[src/rtl/alu_exec_ctrl_if.sv]
// Signal bundle between the execution controller and its environment:
// instruction handshake, register-file ports, ALU controls/results and status.
interface alu_exec_ctrl_if;
    logic        instr_valid;
    logic        instr_ready;
    logic [15:0] instr;

    logic [3:0]  rf_raddr_a;
    logic [3:0]  rf_raddr_b;
    logic [15:0] rf_rdata_a;
    logic [15:0] rf_rdata_b;
    logic        rf_we;
    logic [3:0]  rf_waddr;
    logic [15:0] rf_wdata;

    logic [15:0] alu_a;
    logic [15:0] alu_b;
    logic [3:0]  alu_op;
    logic        alu_imm_mode;
    logic        alu_carry_in;
    logic        alu_update_flags;
    logic [15:0] alu_result;
    logic        alu_c;
    logic        alu_l;
    logic        alu_f;
    logic        alu_z;
    logic        alu_n;

    logic [4:0]  psr;
    logic        busy;
    logic        done;
    logic        illegal;

    // Controller side
    modport master (
        input  instr_valid, instr, rf_rdata_a, rf_rdata_b,
               alu_result, alu_c, alu_l, alu_f, alu_z, alu_n,
        output instr_ready, rf_raddr_a, rf_raddr_b, rf_we, rf_waddr, rf_wdata,
               alu_a, alu_b, alu_op, alu_imm_mode, alu_carry_in, alu_update_flags,
               psr, busy, done, illegal
    );

    // Environment side: instruction source, register file and ALU
    modport slave (
        output instr_valid, instr, rf_rdata_a, rf_rdata_b,
               alu_result, alu_c, alu_l, alu_f, alu_z, alu_n,
        input  instr_ready, rf_raddr_a, rf_raddr_b, rf_we, rf_waddr, rf_wdata,
               alu_a, alu_b, alu_op, alu_imm_mode, alu_carry_in, alu_update_flags,
               psr, busy, done, illegal
    );
endinterface

[src/rtl/alu_exec_ctrl.sv]
// Execution controller for the 16-bit combinational ALU: accepts one
// instruction per handshake, reads operands, drives the ALU, writes the
// registered result back and maintains the PSR {C,L,F,Z,N}. Immediate
// shifts run as repeated single-bit LSH passes through the ALU.
module alu_exec_ctrl (
    input  logic            clk,
    input  logic            reset,
    alu_exec_ctrl_if.master bus
);
    localparam logic [3:0] OP_AND    = 4'b0001;
    localparam logic [3:0] OP_OR     = 4'b0010;
    localparam logic [3:0] OP_XOR    = 4'b0011;
    localparam logic [3:0] OP_LSH    = 4'b0100;
    localparam logic [3:0] OP_ADD    = 4'b0101;
    localparam logic [3:0] OP_SUB    = 4'b1001;
    localparam logic [3:0] OP_CMP    = 4'b1011;
    localparam logic [3:0] OP_MOV    = 4'b1101;
    localparam logic [3:0] OP_LUI    = 4'b1111;
    localparam logic [3:0] OPC_RTYPE = 4'b0000;
    localparam logic [3:0] OPC_LSHI  = 4'b1000;

    typedef enum logic [1:0] {IDLE, EXEC, SHIFT, WB} state_t;

    state_t      state;
    logic [15:0] ir;        // latched instruction word
    logic        ir_bad;    // latched instruction is undecodable
    logic [15:0] res;       // registered result, doubles as shift working register
    logic        flg_c, flg_l, flg_f, flg_z, flg_n;
    logic [3:0]  cnt;       // remaining shift passes
    logic [4:0]  psr_q;
    logic        done_q, ill_q, we_q;

    logic        in_legal;
    logic        is_rtype, is_lshi, cnt_zero;
    logic [3:0]  dec_op;
    logic        op_flags;
    logic [15:0] shift_b;

    logic [15:0] drv_a, drv_b;
    logic [3:0]  drv_op;
    logic        drv_imm, drv_uf;

    function automatic logic is_legal(input logic [15:0] w);
        logic ok;
        ok = 1'b0;
        case (w[15:12])
            OPC_RTYPE: begin
                case (w[7:4])
                    OP_AND, OP_OR, OP_XOR, OP_LSH,
                    OP_ADD, OP_SUB, OP_CMP, OP_MOV: ok = 1'b1;
                    default:                        ok = 1'b0;
                endcase
            end
            OPC_LSHI: ok = 1'b1;
            OP_AND, OP_OR, OP_XOR, OP_ADD,
            OP_SUB, OP_CMP, OP_MOV, OP_LUI: ok = 1'b1;
            default: ok = 1'b0;
        endcase
        return ok;
    endfunction

    // Decode of the incoming word (legality) and of the latched word (fields)
    always_comb begin
        in_legal = is_legal(bus.instr);
        is_rtype = (ir[15:12] == OPC_RTYPE);
        is_lshi  = (ir[15:12] == OPC_LSHI);
        cnt_zero = (ir[3:0] == 4'd0);
        if (is_lshi)
            dec_op = OP_LSH;
        else if (is_rtype)
            dec_op = ir[7:4];
        else
            dec_op = ir[15:12];
        op_flags = !is_lshi && ((dec_op == OP_ADD) || (dec_op == OP_SUB) || (dec_op == OP_CMP));
        // bit 4 selects direction: a set sign bit in operand B means shift right
        shift_b  = ir[4] ? 16'h8000 : 16'h0001;
    end

    // ALU operand/control steering; everything idles at zero outside EXEC/SHIFT
    always_comb begin
        drv_a   = 16'h0000;
        drv_b   = 16'h0000;
        drv_op  = 4'b0000;
        drv_imm = 1'b0;
        drv_uf  = 1'b0;
        case (state)
            EXEC: begin
                if (!ir_bad) begin
                    drv_a  = bus.rf_rdata_a;
                    drv_op = dec_op;
                    if (is_lshi) begin
                        drv_b = shift_b;
                    end else if (is_rtype) begin
                        drv_b = bus.rf_rdata_b;
                    end else begin
                        drv_b   = {8'h00, ir[7:0]};
                        drv_imm = 1'b1;
                    end
                    drv_uf = op_flags;
                end
            end
            SHIFT: begin
                drv_a  = res;
                drv_b  = shift_b;
                drv_op = OP_LSH;
            end
            default: ;
        endcase
    end

    // Controller FSM with registered result, flags, PSR and output pulses
    always_ff @(posedge clk or posedge reset) begin
        if (reset) begin
            state  <= IDLE;
            ir     <= 16'h0000;
            ir_bad <= 1'b0;
            res    <= 16'h0000;
            flg_c  <= 1'b0;
            flg_l  <= 1'b0;
            flg_f  <= 1'b0;
            flg_z  <= 1'b0;
            flg_n  <= 1'b0;
            cnt    <= 4'd0;
            psr_q  <= 5'd0;
            done_q <= 1'b0;
            ill_q  <= 1'b0;
            we_q   <= 1'b0;
        end else begin
            done_q <= 1'b0;
            ill_q  <= 1'b0;
            we_q   <= 1'b0;
            case (state)
                IDLE: begin
                    if (bus.instr_valid) begin
                        ir     <= bus.instr;
                        ir_bad <= !in_legal;
                        ill_q  <= !in_legal;
                        state  <= EXEC;
                    end
                end
                EXEC: begin
                    if (ir_bad) begin
                        // dropped: no result, no write, no PSR change
                        state <= IDLE;
                    end else begin
                        res   <= bus.alu_result;
                        flg_c <= bus.alu_c;
                        flg_l <= bus.alu_l;
                        flg_f <= bus.alu_f;
                        flg_z <= bus.alu_z;
                        flg_n <= bus.alu_n;
                        if (is_lshi) begin
                            cnt <= ir[3:0] - 4'd1;
                            if (cnt_zero) begin
                                state  <= WB;
                                done_q <= 1'b1;
                            end else if (ir[3:0] == 4'd1) begin
                                state  <= WB;
                                done_q <= 1'b1;
                                we_q   <= 1'b1;
                            end else begin
                                state <= SHIFT;
                            end
                        end else begin
                            state  <= WB;
                            done_q <= 1'b1;
                            we_q   <= (dec_op != OP_CMP);
                        end
                    end
                end
                SHIFT: begin
                    res <= bus.alu_result;
                    cnt <= cnt - 4'd1;
                    if (cnt == 4'd1) begin
                        state  <= WB;
                        done_q <= 1'b1;
                        we_q   <= 1'b1;
                    end
                end
                WB: begin
                    if (!is_lshi && ((dec_op == OP_ADD) || (dec_op == OP_SUB))) begin
                        psr_q[4] <= flg_c;
                        psr_q[2] <= flg_f;
                        psr_q[1] <= flg_z;
                    end else if (!is_lshi && (dec_op == OP_CMP)) begin
                        psr_q[3] <= flg_l;
                        psr_q[1] <= flg_z;
                        psr_q[0] <= flg_n;
                    end
                    state <= IDLE;
                end
                default: state <= IDLE;
            endcase
        end
    end

    assign bus.instr_ready      = (state == IDLE) && !reset;
    assign bus.busy             = (state != IDLE);
    assign bus.done             = done_q;
    assign bus.illegal          = ill_q;
    assign bus.rf_we            = we_q;
    assign bus.rf_waddr         = ir[11:8];
    assign bus.rf_wdata         = res;
    assign bus.rf_raddr_a       = ir[11:8];
    assign bus.rf_raddr_b       = ir[3:0];
    assign bus.psr              = psr_q;
    assign bus.alu_carry_in     = psr_q[4];
    assign bus.alu_a            = drv_a;
    assign bus.alu_b            = drv_b;
    assign bus.alu_op           = drv_op;
    assign bus.alu_imm_mode     = drv_imm;
    assign bus.alu_update_flags = drv_uf;
endmodule

[src/flat_wrapper.sv]
// flat-port wrapper written by rule: the top's interface ports become plain ports
module alu_exec_ctrl_flat 
  (clk, reset, bus_instr_valid, bus_instr, bus_rf_rdata_a, bus_rf_rdata_b, bus_alu_result, bus_alu_c, bus_alu_l, bus_alu_f, bus_alu_z, bus_alu_n, bus_instr_ready, bus_rf_raddr_a, bus_rf_raddr_b, bus_rf_we, bus_rf_waddr, bus_rf_wdata, bus_alu_a, bus_alu_b, bus_alu_op, bus_alu_imm_mode, bus_alu_carry_in, bus_alu_update_flags, bus_psr, bus_busy, bus_done, bus_illegal);
  alu_exec_ctrl_if bus_i ();
  input  logic clk;
  input  logic reset;
  input wire logic [$bits(bus_i.instr_valid)-1:0] bus_instr_valid;
  input wire logic [$bits(bus_i.instr)-1:0] bus_instr;
  input wire logic [$bits(bus_i.rf_rdata_a)-1:0] bus_rf_rdata_a;
  input wire logic [$bits(bus_i.rf_rdata_b)-1:0] bus_rf_rdata_b;
  input wire logic [$bits(bus_i.alu_result)-1:0] bus_alu_result;
  input wire logic [$bits(bus_i.alu_c)-1:0] bus_alu_c;
  input wire logic [$bits(bus_i.alu_l)-1:0] bus_alu_l;
  input wire logic [$bits(bus_i.alu_f)-1:0] bus_alu_f;
  input wire logic [$bits(bus_i.alu_z)-1:0] bus_alu_z;
  input wire logic [$bits(bus_i.alu_n)-1:0] bus_alu_n;
  output wire logic [$bits(bus_i.instr_ready)-1:0] bus_instr_ready;
  output wire logic [$bits(bus_i.rf_raddr_a)-1:0] bus_rf_raddr_a;
  output wire logic [$bits(bus_i.rf_raddr_b)-1:0] bus_rf_raddr_b;
  output wire logic [$bits(bus_i.rf_we)-1:0] bus_rf_we;
  output wire logic [$bits(bus_i.rf_waddr)-1:0] bus_rf_waddr;
  output wire logic [$bits(bus_i.rf_wdata)-1:0] bus_rf_wdata;
  output wire logic [$bits(bus_i.alu_a)-1:0] bus_alu_a;
  output wire logic [$bits(bus_i.alu_b)-1:0] bus_alu_b;
  output wire logic [$bits(bus_i.alu_op)-1:0] bus_alu_op;
  output wire logic [$bits(bus_i.alu_imm_mode)-1:0] bus_alu_imm_mode;
  output wire logic [$bits(bus_i.alu_carry_in)-1:0] bus_alu_carry_in;
  output wire logic [$bits(bus_i.alu_update_flags)-1:0] bus_alu_update_flags;
  output wire logic [$bits(bus_i.psr)-1:0] bus_psr;
  output wire logic [$bits(bus_i.busy)-1:0] bus_busy;
  output wire logic [$bits(bus_i.done)-1:0] bus_done;
  output wire logic [$bits(bus_i.illegal)-1:0] bus_illegal;
  assign bus_i.instr_valid = bus_instr_valid;
  assign bus_i.instr = bus_instr;
  assign bus_i.rf_rdata_a = bus_rf_rdata_a;
  assign bus_i.rf_rdata_b = bus_rf_rdata_b;
  assign bus_i.alu_result = bus_alu_result;
  assign bus_i.alu_c = bus_alu_c;
  assign bus_i.alu_l = bus_alu_l;
  assign bus_i.alu_f = bus_alu_f;
  assign bus_i.alu_z = bus_alu_z;
  assign bus_i.alu_n = bus_alu_n;
  assign bus_instr_ready = bus_i.instr_ready;
  assign bus_rf_raddr_a = bus_i.rf_raddr_a;
  assign bus_rf_raddr_b = bus_i.rf_raddr_b;
  assign bus_rf_we = bus_i.rf_we;
  assign bus_rf_waddr = bus_i.rf_waddr;
  assign bus_rf_wdata = bus_i.rf_wdata;
  assign bus_alu_a = bus_i.alu_a;
  assign bus_alu_b = bus_i.alu_b;
  assign bus_alu_op = bus_i.alu_op;
  assign bus_alu_imm_mode = bus_i.alu_imm_mode;
  assign bus_alu_carry_in = bus_i.alu_carry_in;
  assign bus_alu_update_flags = bus_i.alu_update_flags;
  assign bus_psr = bus_i.psr;
  assign bus_busy = bus_i.busy;
  assign bus_done = bus_i.done;
  assign bus_illegal = bus_i.illegal;
  alu_exec_ctrl u_core (.clk(clk), .reset(reset), .bus(bus_i));
endmodule
[config.mk]
export PLATFORM = sky130hd
export DESIGN_NAME = alu_exec_ctrl_flat
export DESIGN_NICKNAME = d
export VERILOG_FILES = /design/src/rtl/alu_exec_ctrl_if.sv /design/src/rtl/alu_exec_ctrl.sv /design/src/flat_wrapper.sv
export SDC_FILE = /design/constraint.sdc
export NUM_CORES = 1
export LEC_CHECK = 0
export CORE_MARGIN = 4
export CORE_UTILIZATION = 30
export DETAILED_ROUTE_END_ITERATION = 8
export MAX_ROUTING_LAYER = met4
export SLEW_MARGIN = 5
export SYNTH_ARGS = -nofsm -noshare
export SYNTH_HDL_FRONTEND = slang
export SYNTH_SLANG_ARGS = --single-unit
[constraint.sdc]
create_clock -name clk -period 2.7 [get_ports clk]
set_clock_uncertainty 0.05 [all_clocks]
set_input_delay 0.405 -clock clk [delete_from_list [all_inputs] [get_ports clk]]
set_output_delay 0.405 -clock clk [all_outputs]
set_load 0.02 [all_outputs]
==> results.cfg <==
[timing]
period_needed_ns = 2.586
tightest_slew_ns = 0.6620
hold_viol_final = 0
max_freq_mhz = 386.7
slew_headroom = 0.5586
rsz0062_at_grt = no
setup_viol = 0
tns_ns = 0
fin_crit_sh = 0.9579
drv_slew = 0

[pwr]
p_clk_frac = 0.081
swShare = 0.4432
p_total_uw = 5623
leakage_uw = 0.002100
p_int_uw = 3131
p_per_area_nw_per_um2 = 1204
ir_drop_mv = 0.4463
p_switching_uw = 2492
combPwrFrac = 0.650
sequentialPowerShare = 0.269

[floorplanning]
fp.dieW_um = 108.0
io_pins = 149
die_h_um = 108.0
initial_core_util = 0.3072
fp.dieArea_um2 = 11670
core_area_um2 = 9774
rows = 36

[placed_design]
place_congestion = 0.8013
portBuffers = 148
placed_cell_area_um2 = 4629
hpwl_mm = 6.787

[synth]
yosys_most_used_dff = dfrtp_1
syn_area_per_cell_um2 = 10.32
synth_xor_area_frac = 0.008750
synth_fa_ha_area_frac = 0.04167
syn_inst = 291
synth-edff-count = 0
ys_ff_latch = 52
yosys.area_share.simple = 0.1454
async_reset_ff_frac = 1.000
synth-compound-area-share = 0.1454
netlist_area_um2 = 3003
synth_warnings = 0
synth_top_family_by_area = multiplexers
syn_nets = 373
ys_seq_area_frac = 0.4333
yosysUniqueCellTypes = 49
synthMuxAreaShare = 0.1550

[setup_path]
crit_family = buffers and inverters
worst_ep_required_time_ns = 2.25
start_kind = flip-flop
cp_cell_sequence = inv_1 > ha_1 > inv_2 > nor2_4 > buf_6 > and3_1 > dlygate4sd2_1
cp_data_arrival_time_ns = 2.13
end_kind = primary output
worst-path-buf-inv = 4
cp_slowest_stage_delay_ns = 0.39
cpMaxStageDelayCell = dfrtp_1
path_max_fanout = 12
path_class = reg -> out

[clock_tree]
cts.htree.levels = 2
clock_latency_ns = 0.30
cts_tree = done
clk_pin_slew_ns = 0.09
cts_max_path_buffers = 2
cts_hold_buf = 0
numCtsBuffers = 5
cts-root-buf = clkbuf_8
clock-sinks = 52

[layout]
syn2layout_area_growth_pct = 55.54
diodes = 0
final_nets = 522
stdcell_area_um2 = 4671
postLayoutCoreUtil = 0.4779
drive_gt1_frac = 0.2063

[global_routing]
grt_max_degree = 53
grt_usage = 0.1500
grt_pass1_wl_mm = 13.61
overflow = 0
antenna_found_initial = 0
grt_pass1_vias = 2736

[routing]
drt_iter0_drc = 105
postRouteAntennaNets = 0
via_count = 2705
remaining_drc_errors = 0
wl_per_cell_um = 15.22
viasPerCell = 4.713
totalWireLength_mm = 8.737
drtPass1Iterations = 4

[outcome]
status = finished clean

[run]
cap_violations = 0

[min_path]
holdCritPathClass = reg -> reg
## layout by cell type, fill, tap and decap left out, types with 3 or more instances in the layout
| master | count |
|---|---|
| a21oi_1 | 10 |
| a22o_1 | 16 |
| a31oi_1 | 5 |
| and2_1 | 3 |
| and3_1 | 7 |
| buf_4 | 17 |
| clkbuf_2 | 11 |
| clkbuf_8 | 6 |
| clkdlybuf4s50_1 | 110 |
| dfrtp_1 | 52 |
| dlygate4sd2_1 | 24 |
| ha_1 | 10 |
| inv_1 | 12 |
| mux2_2 | 36 |
| mux2i_1 | 6 |
| nand2_1 | 26 |
| nor2_1 | 23 |
| nor3_1 | 8 |
| nor4b_1 | 3 |
| o21ai_0 | 7 |
| o22ai_1 | 3 |
## timing repair
action / in CTS / in global routing
resized for setup: 44 / 26
buffers inserted: 1 / 0
gates cloned: 1 / 0
endpoints found under the setup margin: 37 / 36
## per-layer routing
layer  global-route usage  routed length (um)
met4              0.04418                 150
met2               0.2580                4385
met1               0.1781                3604
met5                    -                   0
met3              0.02985                 596
## power by group through the flow
stage	sequential [uW]	clock, uW	combinational, uW
6_report	1510	457	3650
5_1_grt	1570	515	3960
4_1_cts	1520	482	3710
3_5_place_dp	1540	0	3770
3_3_place_gp	1530	0	3720
2_1_floorplan	1630	0	2180
## worst min-delay path: cells and delay by family, from the launching register on
| family | cells | cell delay (ns) |
|---|---|---|
| DFF | 1 | 0.35 |
| and+or+nand+nor | 2 | 0.11 |
## worst paths after layout
kind                              start                 endpoint  slack (ns)  cells past startpoint
max                           flip-flop            bus_alu_b[13]        0.11                      7
min                        u_core.flg_f             u_core.flg_f        0.43                      2
max reg2reg                   flip-flop  u_core.bus.rf_wdata[14]        0.76                      7
min reg2reg                u_core.flg_f             u_core.flg_f        0.43                      2
max in group asynchronous         reset         u_core.bus.rf_we        1.58                      3
min in group asynchronous         reset            u_core.cnt[1]        0.56                      3
## cells by family (layout without fill, tap and decap cells)
family          after synthesis  in the layout
simple gates                 87             87
flops                        52             52
compound gates               57             57
buf+inv                      40            190
xor+xnor                      3              3
fa+ha+maj                    10             10
mux                          42             42
## cell type report
cell class	count	area (um^2)
clock buffers	7	86.33
clock inverters	1	7.507
fillers	961	5104
inverters	15	56.30
multi-input cells	199	1504
flip-flops and latches	52	1301
well taps	133	166.4
repair buffers	167	1549
## through the flow
| stage | hold slack [ns] | instances | worst slack, ns |
|---|---|---|---|
| finish | 0.4339 | 574 | 0.1137 |
| global route | 0.4717 | 574 | 0.003532 |
| CTS | 0.4412 | 574 | 0.01136 |
| detailed placement | 0.4176 | 564 | 0.006354 |
| global placement | 0.4043 | 564 | 0.1184 |
| floorplan | 0.3901 | 291 | 0.3267 |
## Yosys cell counts (7+ instances only)
cell / instances / share of area
mux2_2: 36 / 0.14
nor3_1: 8 / 0.013
a21oi_1: 10 / 0.017
inv_1: 14 / 0.017
nor2_1: 24 / 0.030
ha_1: 10 / 0.042
dfrtp_1: 52 / 0.43
and3_1: 7 / 0.015
nand2_1: 26 / 0.032
a22o_1: 16 / 0.047
o21ai_0: 7 / 0.012
buf_4: 14 / 0.035
buf_2: 7 / 0.012
## sequential cells by signal (all words and copies together), names as in the netlist, named ones only
signal,count
u_core.bus.illegal,1
u_core.flg_z,1
u_core.cnt,4
u_core.bus.psr,5
u_core.bus.rf_wdata,16
u_core.state,1
u_core.ir,16
u_core.flg_f,1
u_core.ir_bad,1
u_core.flg_n,1
u_core.flg_l,1
u_core.bus.rf_we,1
u_core.flg_c,1
u_core.bus.done,1
Note: power is estimated with default switching activity, not from simulation.
